[config.mk]
export PLATFORM = sky130hd
export DESIGN_NAME = shift_register_universal
export DESIGN_NICKNAME = d
export VERILOG_FILES = /design/src/rtl/shift_register_pkg.sv /design/src/rtl/usr_cell.sv /design/src/rtl/shift_register_universal.sv
export SDC_FILE = /design/constraint.sdc
export NUM_CORES = 1
export LEC_CHECK = 0
export CAP_MARGIN = 10
export CORE_UTILIZATION = 39
export CTS_CLUSTER_DIAMETER = 150
export DETAILED_ROUTE_END_ITERATION = 10
export GPL_ROUTABILITY_DRIVEN = 1
export GPL_TIMING_DRIVEN = 0
export PLACE_DENSITY = 0.78
export SYNTH_ARGS = -nofsm -noshare
export SYNTH_HDL_FRONTEND = slang
export SYNTH_SLANG_ARGS = --single-unit
[constraint.sdc]
create_clock -name clk -period 1.37 [get_ports clk]
set_input_delay 0.274 -clock clk [delete_from_list [all_inputs] [get_ports clk]]
set_output_delay 0.274 -clock clk [all_outputs]
set_load 0.1 [all_outputs]
[src/rtl/shift_register_pkg.sv]
// rtl/shift_register_pkg.sv - mode encodings shared by the register, its parents and benches
package shift_register_pkg;

  localparam logic [2:0] MODE_HOLD = 3'b000;
  localparam logic [2:0] MODE_LOAD = 3'b001;
  localparam logic [2:0] MODE_CLR  = 3'b010;
  localparam logic [2:0] MODE_SHL  = 3'b011;
  localparam logic [2:0] MODE_SHR  = 3'b100;
  localparam logic [2:0] MODE_ASR  = 3'b101;
  localparam logic [2:0] MODE_ROL  = 3'b110;
  localparam logic [2:0] MODE_ROR  = 3'b111;

endpackage

[src/rtl/usr_cell.sv]
// rtl/usr_cell.sv - one bit of the universal shift register: next-state mux plus async-reset flop
module usr_cell
  import shift_register_pkg::*;
#(
  parameter logic RST_BIT = 1'b0
) (
  input  logic       clk,
  input  logic       rst,
  input  logic       en,
  input  logic [2:0] mode,
  input  logic       d,
  input  logic       shl_in,
  input  logic       shr_in,
  output logic       q
);

  logic q_d;
  logic q_q;

  // en is tested before mode so an unknown mode while disabled cannot leak into q
  always_comb begin
    q_d = q_q;
    if (en) begin
      case (mode)
        MODE_HOLD: q_d = q_q;
        MODE_LOAD: q_d = d;
        MODE_CLR:  q_d = 1'b0;
        MODE_SHL:  q_d = shl_in;
        MODE_SHR:  q_d = shr_in;
        MODE_ASR:  q_d = shr_in;
        MODE_ROL:  q_d = shl_in;
        MODE_ROR:  q_d = shr_in;
        default:   q_d = q_q;
      endcase
    end
  end

  always_ff @(posedge clk or posedge rst) begin
    if (rst) begin
      q_q <= RST_BIT;
    end else begin
      q_q <= q_d;
    end
  end

  assign q = q_q;

endmodule

[src/rtl/shift_register_universal.sv]
// rtl/shift_register_universal.sv - WIDTH-bit hold/load/clear/shift/rotate register with serial chaining ends
module shift_register_universal
  import shift_register_pkg::*;
#(
  parameter int                 WIDTH   = 8,
  parameter logic [WIDTH-1:0]   RST_VAL = '0
) (
  input  logic             clk,
  input  logic             rst,
  input  logic             en,
  input  logic [2:0]       mode,
  input  logic [WIDTH-1:0] D,
  input  logic             sin_l,
  input  logic             sin_r,
  output logic [WIDTH-1:0] Q,
  output logic [WIDTH-1:0] nQ,
  output logic             sout_l,
  output logic             sout_r,
  output logic             zero
);

  logic             edge_l;
  logic             edge_r;
  logic [WIDTH-1:0] shl_in;
  logic [WIDTH-1:0] shr_in;

  // Only the two end cells care about the mode: wrap bit, sign bit or serial input
  always_comb begin
    edge_l = sin_l;
    if (mode == MODE_ROL) begin
      edge_l = Q[WIDTH-1];
    end
    edge_r = sin_r;
    if (mode == MODE_ROR) begin
      edge_r = Q[0];
    end else if (mode == MODE_ASR) begin
      edge_r = Q[WIDTH-1];
    end
    shl_in = {Q[WIDTH-2:0], edge_l};
    shr_in = {edge_r, Q[WIDTH-1:1]};
  end

  for (genvar i = 0; i < WIDTH; i++) begin : g_cell
    usr_cell #(
      .RST_BIT (RST_VAL[i])
    ) u_cell (
      .clk    (clk),
      .rst    (rst),
      .en     (en),
      .mode   (mode),
      .d      (D[i]),
      .shl_in (shl_in[i]),
      .shr_in (shr_in[i]),
      .q      (Q[i])
    );
  end

  assign nQ     = ~Q;
  assign sout_l = Q[WIDTH-1];
  assign sout_r = Q[0];
  assign zero   = (Q == '0);

endmodule

# After elaboration in Yosys (flattened, before gate mapping)
# Index checks and enable logic that the tools add are counted.
[classes]
n_eq_ne = 8
n_mux = 11
n_bitwise = 2
n_reduce_logical = 6
[op_table]
columns = ["operator", "count"]
rows = [
  ["case mux 1 bit (4 select lines)", 8],
  ["equality test 3 bit (second input constant)", 4],
  ["zero test 8 bit", 1],
  ["inverter 8 bit", 1],
  ["equality test 3 x 2 -> 1 bit (second input constant)", 2],
  ["equality test 3 x 1 -> 1 bit (second input constant)", 1],
  ["zero test 3 bit", 1],
  ["two-way mux 1 bit", 3],
  ["!= test 3 bit (second input constant)", 1],
  ["AND reduction 3 bit", 1],
  ["OR reduction 3 bit", 1],
  ["AND reduction 2 bit", 1],
  ["OR reduction 2 bit", 1],
  ["inverter 1 bit", 1],
]
[word_totals]
output_inout_bits = 19
wordCells = 35
in_bits = 16
regBits = 8

# Logic depth before layout (Yosys ltp)
# Gate-level depths: netlist of the first run.
[logic_depth]
depth_word = 4
depth_mapped = 5

# Modules after synthesis
# From an unflattened synthesis of the first run, not the netlist that was laid out.
[hier_totals]
hier_cells = 114
area_unflattened_um2 = 874.6
[modules_own_cells]
columns = ["module", "seq_area_each_um2", "area_per_inst_um2", "cells_each", "instances"]
rows = [
  ["usr_cell", 25.0, 96.3, 12, 8],
  ["shift_register_universal", 0.0, 103.8, 18, 1],
]

# Worst setup path before layout of the first run
# OpenSTA, ideal clock, no wires.
[synth_path]
path_kind = "register to output"
startpoint = "reg g_cell[0].u_cell.q_q"
endpoint = "out zero"
required_time_ns = 1.096
path_stages_with_launch = 4
t_arrival_ns = 3.034
slack_ns = -1.938
path_cell_list = "dfrtp_1 -> inv_1 -> nand4_1 -> nor2_1"
[synth_via]
elab_chain_cells = 1
[synth_rtl]
columns = ["item", "line", "rtl"]
rows = [
  ["start: declaration", "usr_cell.sv:18", "logic q_q;"],
  ["start signal: assignment", "usr_cell.sv:42", "q_q <= q_d;"],
  ["zero test 8 bit", "shift_register_universal.sv:61", "assign zero = (Q == '0);"],
  ["end: declaration", "shift_register_universal.sv:19", "output logic zero"],
]
# No other way between the ends.

# Worst setup path after layout of the first run
# Same ends and word-level chain as after synthesis.

==> results of run 1 <==
[final timing paths]
path,from,to,slack [ns],depth (start not counted)
max,g_cell[0].u_cell.q$_DFFE_PP0P_,zero,-0.21,4
min,rst,g_cell[7].u_cell.q$_DFFE_PP0P_,0.27,2
max reg2reg,g_cell[0].u_cell.q$_DFFE_PP0P_,g_cell[1].u_cell.q$_DFFE_PP0P_,0.07,4
min reg2reg,g_cell[2].u_cell.q$_DFFE_PP0P_,g_cell[3].u_cell.q$_DFFE_PP0P_,0.64,2
max in group asynchronous,rst,g_cell[0].u_cell.q$_DFFE_PP0P_,0.85,2
min in group clk,mode[1],g_cell[1].u_cell.q$_DFFE_PP0P_,0.47,4
[through the flow]
| stage | hold slack [ns] | instance area, um^2 | total power [mW] | setup TNS (ns) | setup slack [ns] |
|---|---|---|---|---|---|
| after floorplan | 0.08970 | 764.5 | 1.327 | -1.124 | -0.6817 |
| after global placement | 0.5289 | 1116 | 1.590 | -13.33 | -0.8773 |
| after detailed placement | 0.5414 | 1116 | 1.604 | -13.75 | -0.8868 |
| after CTS | 0.2728 | 1164 | 1.815 | -0.4552 | -0.2028 |
| after global routing | 0.2986 | 1192 | 1.912 | -0.5482 | -0.2509 |
| final | 0.2654 | 1192 | 1.840 | -0.4016 | -0.2077 |
[cell usage after synthesis, drive strengths merged]
library cell | number | area share [%]
and4b | 2 | 2.8
nand2b | 2 | 1.7
nand4 | 2 | 1.7
buf | 13 | 15
inv | 9 | 4.7
a21bo | 1 | 1.4
o21ai | 4 | 2.8
or3b | 1 | 1.2
xor2 | 1 | 1.2
a22oi | 3 | 3.1
and3b | 2 | 2.4
nand3 | 3 | 2.1
o22ai | 2 | 1.7
a21boi | 1 | 1.0
nor2 | 5 | 3.0
nor2b | 2 | 1.7
mux2i | 3 | 4.2
o31a | 1 | 1.2
dfrtp | 8 | 28
nand2 | 2 | 1.0
a31oi | 3 | 2.6
a2111oi | 1 | 2.1
mux2 | 3 | 4.7
a221o | 1 | 1.4
o31ai | 3 | 3.8
a32oi | 3 | 3.7
[power by group through the flow]
stage | clock [mW] | combinational [mW] | sequential, mW
after detailed placement | 0 | 1.22 | 0.382
after CTS | 0.181 | 1.26 | 0.379
after global placement | 0 | 1.21 | 0.381
final | 0.174 | 1.28 | 0.383
after global routing | 0.194 | 1.33 | 0.391
after floorplan | 0 | 0.897 | 0.430
[cell families after synthesis]
group | Yosys count | synth area share, %
compound gates | 23 | 24.87
buf+inv | 22 | 19.48
simple gates | 21 | 17.74
flops | 8 | 27.83
mux | 6 | 8.869
xor+xnor | 1 | 1.218
[final cells by class]
class | instances | area (um^2)
clock buffers | 3 | 22.52
inverters | 9 | 63.81
multi-input cells | 51 | 394.1
fillers | 147 | 534.3
plain buffers | 13 | 106.4
well taps | 25 | 31.28
flip-flops and latches | 8 | 215.2
repair buffers | 36 | 359.1
[worst max-delay path, stage by stage (launching register included)]
cell and delay (ns):
sky130_fd_sc_hd__dfrtp_4 0.50, sky130_fd_sc_hd__clkinvlp_4 0.10, sky130_fd_sc_hd__nand4_1 0.14, sky130_fd_sc_hd__nor2_4 0.14
sky130_fd_sc_hd__buf_12 0.18
[metal layers]
layer	vias to the layer above	part of all wire (%)
li1	370	-
met1	365	43
met2	41	49
met3	2	6.2
met4	0	1.5
met5	-	0
[timing repair]
item	4_1_cts	5_1_grt
setup buffers	3	0
gates resized for setup	130	8
pin swaps	2	1
setup endpoints to repair	24	12
gates cloned	1	0
==> insert_results.sql, run 1 <==
INSERT INTO impl_metrics (metric_group, metric, value, unit) VALUES
('floorplan', 'io-pin-count', '35', ''),
('sta', 'finalCriticalPeriod', '1.578', 'ns'),
('layout', 'share_of_layout_cells_above_drive_strength_1', '53.33', '%'),
('grt', 'grt_remaining_overflow', '0', ''),
('logic_synthesis', 'ys_warn_count', '0', ''),
('layout', 'max_reg_flops', '8', ''),
('logic_synthesis', 'synth_area', '719.4', 'um^2'),
('sta', 'post-route-period-util', '115.2', '%'),
('cts', 'htreeDepth', '1', ''),
('pwr', 'power.internal', '0.7632', 'mW'),
('sta', 'slew_at_the_pin_closest_to_its_max_slew_limit', '0.4846', 'ns'),
('pwr', 'clk_network_pwr_share', '9.4', '%'),
('floorplan', 'initial_utilization', '41.67', '%'),
('routing', 'route.detailed.drc', '0', ''),
('cts', 'cts.root.buffer_cell', 'sky130_fd_sc_hd__clkbuf_4', ''),
('routing', 'post_drt_via_cell_ratio', '5.366', ''),
('pwr', 'pwr-share-seq', '20.8', '%'),
('placed_design', 'place.detailed.instances', '138', ''),
('sta', 'finalSetupViolations', '3', ''),
('setup_path', 'critPathCaptureType', 'output pin', ''),
('routing', 'routed-via-count', '778', ''),
('logic_synthesis', 'synthesis.instances', '81', ''),
('grt', 'met3_usage', '0.4000', '%'),
('grt', 'number_of_antenna_violations_at_the_first_check_in_global_routing', '0', ''),
('sta', 'max_freq', '633.8', 'MHz'),
('run', 'max_cap_viol_count', '0', ''),
('sta', 'final_hold_viols', '0', ''),
('pwr', 'p_sw_share', '58.52', '%'),
('setup_path', 'cp-start-kind', 'register', ''),
('cts', 'cts_max_path_buffers', '2', ''),
('pwr', 'pwr-share-comb', '69.8', '%'),
('placed_design', 'gp_congestion', '0.8800', ''),
('layout', 'post-route-util', '69.06', '%'),
('grt', 'grt_use_met1', '24.81', '%'),
('cts', 'clkTransAtPathRegs', '0.05', 'ns'),
('routing', 'drt_first_iter_violations', '14', ''),
('logic_synthesis', 'synth.yosys.seq_area_share', '27.83', '%'),
('layout', 'final_net_count', '138', ''),
('status', 'violations', 'negative setup slack', ''),
('cts', 'ctsHoldBuffers', '0', ''),
('placed_design', 'numPortBuffers', '32', ''),
('routing', 'route.detailed.wl_per_inst', '13.36', 'um'),
('setup_path', 'worst-endpoint-arrival', '1.30', 'ns'),
('pwr', 'p_per_area', '1543', 'nW/um^2'),
('layout', 'final_cell_mix', 'sky130_fd_sc_hd__buf_6, sky130_fd_sc_hd__buf_4, sky130_fd_sc_hd__clkdlybuf4s50_1', ''),
('pwr', 'switching_power', '1.077', 'mW'),
('setup_path', 'crit_fanout', '4', ''),
('setup_path', 'required', '1.10', 'ns'),
('status', 'status', 'complete, but fails checks', ''),
('placed_design', 'place_hpwl', '1.487', 'mm'),
('cts', 'clkLatencyLatePin', '0.25', 'ns'),
('floorplan', 'row_count', '15', ''),
('min_path', 'min_path_type', 'in -> async', ''),
('grt', 'grt_start_max_net_pins', '11', ''),
('floorplan', 'dieArea', '2021', 'um^2'),
('setup_path', 'critPathKind', 'reg -> out', ''),
('logic_synthesis', 'synth_fp_nets', '97', ''),
('layout', 'layout-area-overhead-vs-synth', '65.74', '%'),
('logic_synthesis', 'yosys_register_bits', '8', ''),
('floorplan', 'die_w', '44.95', 'um'),
('sta', 'relSlewSlack', '67.92', '%'),
('cts', 'tritoncts_clock_tree', 'yes', ''),
('cts', 'numCtsBuffers', '3', ''),
('grt', 'track_usage', '21.20', '%'),
('sta', 'final_worst_clock_skew', '0.001594', 'ns'),
('grt', 'use_met2', '38.84', '%'),
('logic_synthesis', 'postSynthAreaPerCell', '8.882', 'um^2'),
('routing', 'detail_route.wirelength', '1.937', 'mm'),
('routing', 'detail_route.first_pass.iterations', '4', ''),
('sta', 'layout_setup_ws', '-0.2077', 'ns'),
('layout', 'instances_no_fill', '145', ''),
('grt', 'grt_first_pass_wirelength', '3.146', 'mm'),
('floorplan', 'core', '1727', 'um^2'),
('sta', 'timing_max_transition_violations_final', '0', ''),
('layout', 'mostFrequentLayoutCell', 'sky130_fd_sc_hd__buf_6', ''),
('pwr', 'static-leakage-power', '0.4857', 'nW'),
('sta', 'setup_repair_after_global_routing_missed_its_margin', 'yes', ''),
('routing', 'final_antenna_net_count', '0', ''),
('floorplan', 'die-height', '44.95', 'um'),
('grt', 'top_usage_layer', 'met2', ''),
('logic_synthesis', 'netlist-cell-type-count', '30', ''),
('pwr', 'vdd_ir_drop_max', '759.1', 'uV'),
('grt', 'number_of_global_route_vias_before_repair', '746', ''),
('layout', 'antennaDiodeCount', '0', ''),
('cts', 'clock_sinks', '8', '');
(Power assumes the default switching activity.)
==> run 2: changes to the inputs <==
CORE_MARGIN = 2   (was default)
==> run 2 against run 1 <==
Power decreased by 0.23%. Critical path depth unchanged. Clock skew is 0.0025 ns higher. First-iteration DRC count fell by 14%. Sequential power about the same. Non-clock buffer count decreased by 1. Design area decreased by 0.52%. Flip-flop and latch count did not move. Highest routed layer unchanged. Final cell count shrank 0.69%. The flow still finishes with violations (negative setup slack). Core utilization is 0.36 points lower. Sequential share of layout area hardly changed. Via count down 1.2%.
==> insert_results.sql, run 2 (synthesis gave the netlist of run 1 again) <==
INSERT INTO impl_metrics (metric_group, metric, value, unit) VALUES
('sta', 'slew_at_the_pin_closest_to_its_max_slew_limit', '0.4905', 'ns'),
('sta', 'finalCriticalPeriod', '1.566', 'ns'),
('cts', 'cts_max_path_buffers', '2', ''),
('sta', 'final_hold_viols', '0', ''),
('floorplan', 'core', '1727', 'um^2'),
('layout', 'final_net_count', '137', ''),
('floorplan', 'die-height', '46.95', 'um'),
('floorplan', 'row_count', '15', ''),
('cts', 'numCtsBuffers', '3', ''),
('sta', 'setup_tns', '-0.4338', 'ns'),
('cts', 'cts.root.buffer_cell', 'sky130_fd_sc_hd__clkbuf_4', ''),
('pwr', 'p_per_area', '1548', 'nW/um^2'),
('setup_path', 'cp-start-kind', 'register', ''),
('floorplan', 'dieArea', '2204', 'um^2'),
('grt', 'grt_remaining_overflow', '0', ''),
('setup_path', 'worst-endpoint-arrival', '1.29', 'ns'),
('layout', 'final_cell_mix', 'sky130_fd_sc_hd__buf_4, sky130_fd_sc_hd__buf_6, sky130_fd_sc_hd__clkdlybuf4s50_1', ''),
('grt', 'grt_start_max_net_pins', '11', ''),
('grt', 'grt_first_pass_wirelength', '2.973', 'mm'),
('sta', 'finalSetupViolations', '7', ''),
('sta', 'post-route-period-util', '114.3', '%'),
('routing', 'final_antenna_net_count', '0', ''),
('min_path', 'min_path_type', 'in -> async', ''),
('cts', 'clkTransAtPathRegs', '0.05', 'ns'),
('cts', 'htreeDepth', '1', ''),
('grt', 'grt_use_met1', '22.54', '%'),
('setup_path', 'critPathCaptureType', 'output pin', ''),
('routing', 'routed-via-count', '769', ''),
('layout', 'max_reg_flops', '8', ''),
('layout', 'sequential_cell_area', '214.0', 'um^2'),
('status', 'violations', 'negative setup slack', ''),
('run', 'max_cap_viol_count', '0', ''),
('floorplan', 'io-pin-count', '35', ''),
('layout', 'post-route-util', '68.70', '%'),
('sta', 'max_freq', '638.7', 'MHz'),
('layout', 'mostFrequentLayoutCell', 'sky130_fd_sc_hd__buf_4', ''),
('cts', 'tritoncts_clock_tree', 'yes', ''),
('cts', 'clkLatencyLatePin', '0.25', 'ns'),
('placed_design', 'numPortBuffers', '32', ''),
('routing', 'post_drt_via_cell_ratio', '5.340', ''),
('placed_design', 'place_hpwl', '1.509', 'mm'),
('routing', 'route.detailed.wl_per_inst', '13.26', 'um'),
('floorplan', 'die_w', '46.95', 'um'),
('routing', 'detail_route.wirelength', '1.909', 'mm'),
('setup_path', 'required', '1.10', 'ns'),
('pwr', 'vdd_ir_drop_max', '763.2', 'uV'),
('grt', 'met3_usage', '3.077', '%'),
('placed_design', 'gp_congestion', '0.8646', ''),
('floorplan', 'initial_utilization', '41.67', '%'),
('routing', 'detail_route.first_pass.iterations', '4', ''),
('grt', 'number_of_antenna_violations_at_the_first_check_in_global_routing', '0', ''),
('grt', 'track_usage', '19.43', '%'),
('layout', 'antennaDiodeCount', '0', ''),
('setup_path', 'critPathKind', 'reg -> out', ''),
('sta', 'relSlewSlack', '67.53', '%'),
('status', 'status', 'complete, but fails checks', ''),
('sta', 'setup_repair_after_global_routing_missed_its_margin', 'yes', ''),
('grt', 'top_usage_layer', 'met2', ''),
('layout', 'nFillCells', '149', ''),
('routing', 'route.detailed.drc', '0', ''),
('layout', 'layout-area-overhead-vs-synth', '64.87', '%'),
('routing', 'drt_first_iter_violations', '12', ''),
('sta', 'timing_max_transition_violations_final', '0', ''),
('sta', 'layout_setup_ws', '-0.1957', 'ns'),
('grt', 'number_of_global_route_vias_before_repair', '675', ''),
('cts', 'ctsHoldBuffers', '0', ''),
('cts', 'clock_sinks', '8', ''),
('layout', 'share_of_layout_cells_above_drive_strength_1', '50.42', '%'),
('placed_design', 'preCtsSetupSlack', '-0.8871', 'ns'),
('layout', 'multi_input_comb_area', '386.6', 'um^2'),
('sta', 'final_worst_clock_skew', '0.004081', 'ns'),
('grt', 'use_met2', '33.70', '%'),
('pwr', 'static-leakage-power', '0.4837', 'nW'),
('pwr', 'finalPower', '1.836', 'mW'),
('sta', 'fin_hold_ws', '0.2705', 'ns'),
('setup_path', 'crit_fanout', '5', '');
[run 2: cell types whose count changed in the layout (fill, tap and decap cells not counted), sizes merged]
| cell | previous run | this run |
|---|---|---|
| buf | 36 | 35 |
[run 2: area by class of cell]
class | count | share of cell area [%]
inverters | 9 | 5.380
plain buffers | 13 | 8.966
flip-flops and latches | 8 | 18.04
well taps | 25 | 2.637
multi-input cells | 51 | 32.59
clock buffers | 3 | 1.899
repair buffers | 35 | 30.49
[run 2: critical path: stages, from the launching register on]
cell,delay (ns)
sky130_fd_sc_hd__dfrtp_4,0.51
sky130_fd_sc_hd__clkinvlp_4,0.10
sky130_fd_sc_hd__nand4_1,0.13
sky130_fd_sc_hd__nor2_4,0.13
sky130_fd_sc_hd__buf_12,0.18
[run 2: where the power goes]
part	switching, mW	internal [mW]	total (mW)
clock	0.0711	0.0996	0.171
sequential	0.0906	0.291	0.381
combinational	0.906	0.378	1.28
total	1.07	0.769	1.84
[run 2: metal layers]
| metal | wire, um | vias to the layer above |
|---|---|---|
| li1 | - | 368 |
| met5 | 0 | - |
| met2 | 959 | 38 |
| met3 | 106 | 6 |
| met4 | 37 | 0 |
| met1 | 806 | 357 |
[run 2: what timing repair did]
item / in CTS / in global routing
endpoints found under the hold margin: 0 / 0
setup endpoints to repair: 23 / 12
setup buffers: 1 / 2
pin swaps: 2 / 2
resized for setup: 130 / 8
[run 2: per-stage QoR]
stage,area (um^2),instances
final,1186,144
after detailed placement,1116,138
after CTS,1145,142
after global routing,1186,144
after global placement,1116,138
after floorplan,764.5,81
[run 2: path summary, 6_finish.rpt]
path	slack (ns)	start	cells after the start	end
max	-0.20	g_cell[7].u_cell.q$_DFFE_PP0P_	4	zero
min	0.27	rst	2	g_cell[3].u_cell.q$_DFFE_PP0P_
max reg2reg	0.09	g_cell[0].u_cell.q$_DFFE_PP0P_	4	g_cell[1].u_cell.q$_DFFE_PP0P_
min reg2reg	0.63	g_cell[6].u_cell.q$_DFFE_PP0P_	2	g_cell[6].u_cell.q$_DFFE_PP0P_
max in group asynchronous	0.84	rst	2	g_cell[0].u_cell.q$_DFFE_PP0P_
min in group clk	0.46	mode[1]	4	g_cell[1].u_cell.q$_DFFE_PP0P_
==> run 3: changes to the inputs <==
CELL_PAD_IN_SITES_DETAIL_PLACEMENT = 1   (was default)
CELL_PAD_IN_SITES_GLOBAL_PLACEMENT = 1   (was default)
CORE_ASPECT_RATIO = 2   (was default)
CORE_UTILIZATION = 30   (was 39)
PLACE_DENSITY = default   (was 0.78)
PLACE_DENSITY_LB_ADDON = 0.1   (was default)
REMOVE_ABC_BUFFERS = 1   (was default)
SYNTH_HIERARCHICAL = 1   (was default)
==> run 3 against run 2 <==
The flow still finishes with violations (negative setup slack). Global-route usage increased by 0.18 points. Via count increased by 49%. Wire length increased by 77%. Sequential power decreased by 9.4%. Non-clock buffer count increased by 5. Design area increased by 32%. Core utilization decreased by 12 points. Combinational power increased by 22%. Critical path type unchanged. Largest power group unchanged.
==> insert_results.sql, run 3 <==
INSERT INTO impl_metrics (metric_group, metric, value, unit) VALUES
('logic_synthesis', 'synth_area', '874.6', 'um^2'),
('sta', 'timing_max_transition_violations_final', '0', ''),
('sta', 'relSlewSlack', '36.90', '%'),
('grt', 'number_of_antenna_violations_at_the_first_check_in_global_routing', '0', ''),
('cts', 'tritoncts_clock_tree', 'yes', ''),
('run', 'max_cap_viol_count', '0', ''),
('setup_path', 'ff2ff_setup_slack', '-0.35', 'ns'),
('setup_path', 'required', '1.10', 'ns'),
('pwr', 'static-leakage-power', '0.7359', 'nW'),
('min_path', 'min_path_type', 'in -> async', ''),
('status', 'status', 'complete, but fails checks', ''),
('routing', 'drt_first_iter_violations', '19', ''),
('sta', 'setup_tns', '-2.603', 'ns'),
('floorplan', 'core', '2770', 'um^2'),
('routing', 'detail_route.first_pass.iterations', '4', ''),
('setup_path', 'critPathLaunch', 'g_cell[5].u_cell/q$_DFFE_PP0P_', ''),
('setup_path', 'critPathCaptureType', 'output pin', ''),
('layout', 'mostFrequentLayoutCell', 'sky130_fd_sc_hd__buf_4', ''),
('routing', 'routed-via-count', '1144', ''),
('sta', 'slew_at_the_pin_closest_to_its_max_slew_limit', '0.9503', 'ns'),
('cts', 'cts_max_path_buffers', '2', ''),
('placed_design', 'numPortBuffers', '34', ''),
('routing', 'post_drt_via_cell_ratio', '5.807', ''),
('cts', 'clock_sinks', '8', ''),
('routing', 'final_antenna_net_count', '0', ''),
('logic_synthesis', 'synth_edf_count', '0', ''),
('logic_synthesis', 'synthesis.instances', '114', ''),
('sta', 'final_hold_viols', '0', ''),
('logic_synthesis', 'synth_largest_area_cell', 'sky130_fd_sc_hd__dfrtp_1', ''),
('logic_synthesis', 'netlist-cell-type-count', '18', ''),
('pwr', 'finalPower', '2.193', 'mW'),
('placed_design', 'place.detailed.instances', '176', ''),
('floorplan', 'die-height', '80.36', 'um'),
('layout', 'final_cell_mix', 'sky130_fd_sc_hd__buf_4, sky130_fd_sc_hd__nand2_1, sky130_fd_sc_hd__buf_6', ''),
('grt', 'grt_start_max_net_pins', '44', ''),
('logic_synthesis', 'synth.top_cells.by_count', 'sky130_fd_sc_hd__inv_1, sky130_fd_sc_hd__nand2_1, sky130_fd_sc_hd__a21oi_1', ''),
('sta', 'final_worst_clock_skew', '0.002813', 'ns'),
('sta', 'setup_repair_after_global_routing_missed_its_margin', 'yes', ''),
('setup_path', 'startpoint_of_the_most_critical_register_to_register_path', 'g_cell[7].u_cell/q$_DFFE_PP0P_', ''),
('layout', 'fin_area', '1565', 'um^2'),
('grt', 'track_usage', '19.61', '%'),
('layout', 'antennaDiodeCount', '0', ''),
('sta', 'layout_setup_ws', '-0.4234', 'ns'),
('setup_path', 'critPathKind', 'reg -> out', ''),
('sta', 'finalCriticalPeriod', '1.793', 'ns'),
('setup_path', 'crit_fanout', '5', ''),
('logic_synthesis', 'yosys_register_bits', '8', ''),
('cts', 'clkLatencyLatePin', '0.23', 'ns'),
('pwr', 'vdd_ir_drop_max', '923.0', 'uV'),
('routing', 'detail_route.wirelength', '3.378', 'mm'),
('placed_design', 'placement.cell_area', '1264', 'um^2'),
('floorplan', 'die_w', '42.18', 'um'),
('floorplan', 'io-pin-count', '35', ''),
('grt', 'grt_first_pass_wirelength', '5.216', 'mm'),
('placed_design', 'preCtsSetupSlack', '-1.796', 'ns'),
('floorplan', 'dieArea', '3390', 'um^2'),
('logic_synthesis', 'cell_types_occupying_the_most_area_after_synthesis', 'sky130_fd_sc_hd__dfrtp_1, sky130_fd_sc_hd__a211o_2, sky130_fd_sc_hd__a32o_1', ''),
('logic_synthesis', 'async_flop_share', '100.0', '%'),
('cts', 'htreeDepth', '1', ''),
('logic_synthesis', 'postSynthAreaPerCell', '7.672', 'um^2'),
('floorplan', 'row_count', '27', ''),
('layout', 'instances_no_fill', '197', ''),
('layout', 'layout-area-overhead-vs-synth', '78.97', '%'),
('layout', 'max_reg_flops', '8', ''),
('sta', 'post-route-period-util', '130.9', '%'),
('floorplan', 'initial_utilization', '31.57', '%'),
('setup_path', 'cp-start-kind', 'register', ''),
('setup_path', 'worst-endpoint-arrival', '1.52', 'ns'),
('sta', 'max_freq', '557.6', 'MHz'),
('cts', 'numCtsBuffers', '3', ''),
('cts', 'ctsHoldBuffers', '0', ''),
('logic_synthesis', 'netlist.area_leader.share', '22.89', '%'),
('cts', 'clkTransAtPathRegs', '0.04', 'ns'),
('cts', 'cts.root.buffer_cell', 'sky130_fd_sc_hd__clkbuf_8', ''),
('placed_design', 'gp_congestion', '0.7250', ''),
('layout', 'final_net_count', '186', ''),
('logic_synthesis', 'synth.yosys.seq_area_share', '22.89', '%'),
('pwr', 'p_per_area', '1401', 'nW/um^2'),
('grt', 'number_of_global_route_vias_before_repair', '1099', ''),
('routing', 'route.detailed.wl_per_inst', '17.15', 'um'),
('routing', 'route.detailed.drc', '0', ''),
('grt', 'grt_remaining_overflow', '0', ''),
('sta', 'finalSetupViolations', '14', ''),
('status', 'violations', 'negative setup slack', ''),
('layout', 'share_of_layout_cells_above_drive_strength_1', '41.07', '%'),
('placed_design', 'place_hpwl', '2.009', 'mm'),
('logic_synthesis', 'ys_warn_count', '6', ''),
('logic_synthesis', 'ys_dominant_reg_cell', 'sky130_fd_sc_hd__dfrtp_1', '');
==> run 3: cell type report <==
class / instances / area [um^2]
Inverter: 16 / 62.56
Multi-Input combinational cell: 88 / 629.4
Tap cell: 29 / 36.28
Fill cell: 328 / 1205
Timing Repair Buffer: 53 / 585.6
Clock buffer: 3 / 41.29
Sequential cell: 8 / 210.2
==> run 3: cell families (layout without fill, tap and decap cells) <==
logic type             count (synthesis)  in the layout  share of synthesized area, %
AO/OA/AOI/OAI                         34             34                         31.05
buffers and inverters                 18             72                         8.583
flip-flops                             8              8                         22.89
multiplexers                           2              2                         2.432
AND/OR/NAND/NOR                       52             52                         35.05
==> run 3: path summary, 6_finish.rpt <==
path,endpoint,depth (start not counted)
min in group clk,g_cell[5].u_cell/q$_DFFE_PP0P_,3
max in group asynchronous,g_cell[3].u_cell/q$_DFFE_PP0P_,2
min reg2reg,g_cell[4].u_cell/q$_DFFE_PP0P_,1
max,zero,3
max reg2reg,g_cell[0].u_cell/q$_DFFE_PP0P_,6
min,g_cell[5].u_cell/q$_DFFE_PP0P_,2
==> run 3: through the flow <==
stage	hold slack (ns)	utilization [%]
finish	0.4169	56.50
global route	0.4548	56.50
CTS	0.4173	49.37
detailed placement	0.6493	45.62
global placement	0.6451	44.63
floorplan	0.002714	-
==> run 3: routing by layer <==
metal | part of all wire [%] | vias up | GRT usage, %
met4 | 0 | 0 | 2.813
met2 | 58 | 32 | 39.08
met5 | 0 | - | 0
met3 | 4.0 | 0 | 2.697
li1 | - | 541 | -
met1 | 38 | 571 | 21.42
==> run 3: critical path, cell delays in order, from the launching register on <==
cell and delay, ns:
sky130_fd_sc_hd__dfrtp_2 0.43, sky130_fd_sc_hd__or4_4 0.53, sky130_fd_sc_hd__nor2_4 0.15, sky130_fd_sc_hd__buf_12 0.18
==> run 3: power by group <==
| part | total, mW | switching [mW] | internal [mW] |
|---|---|---|---|
| clock | 0.283 | 0.0924 | 0.190 |
| sequential | 0.345 | 0.0576 | 0.288 |
| combinational | 1.56 | 1.03 | 0.536 |
==> run 3: what timing repair did <==
item,CTS,global route
endpoints found under the setup margin,27,11
pin swaps,7,10
resized for setup,148,35
setup buffers,8,10
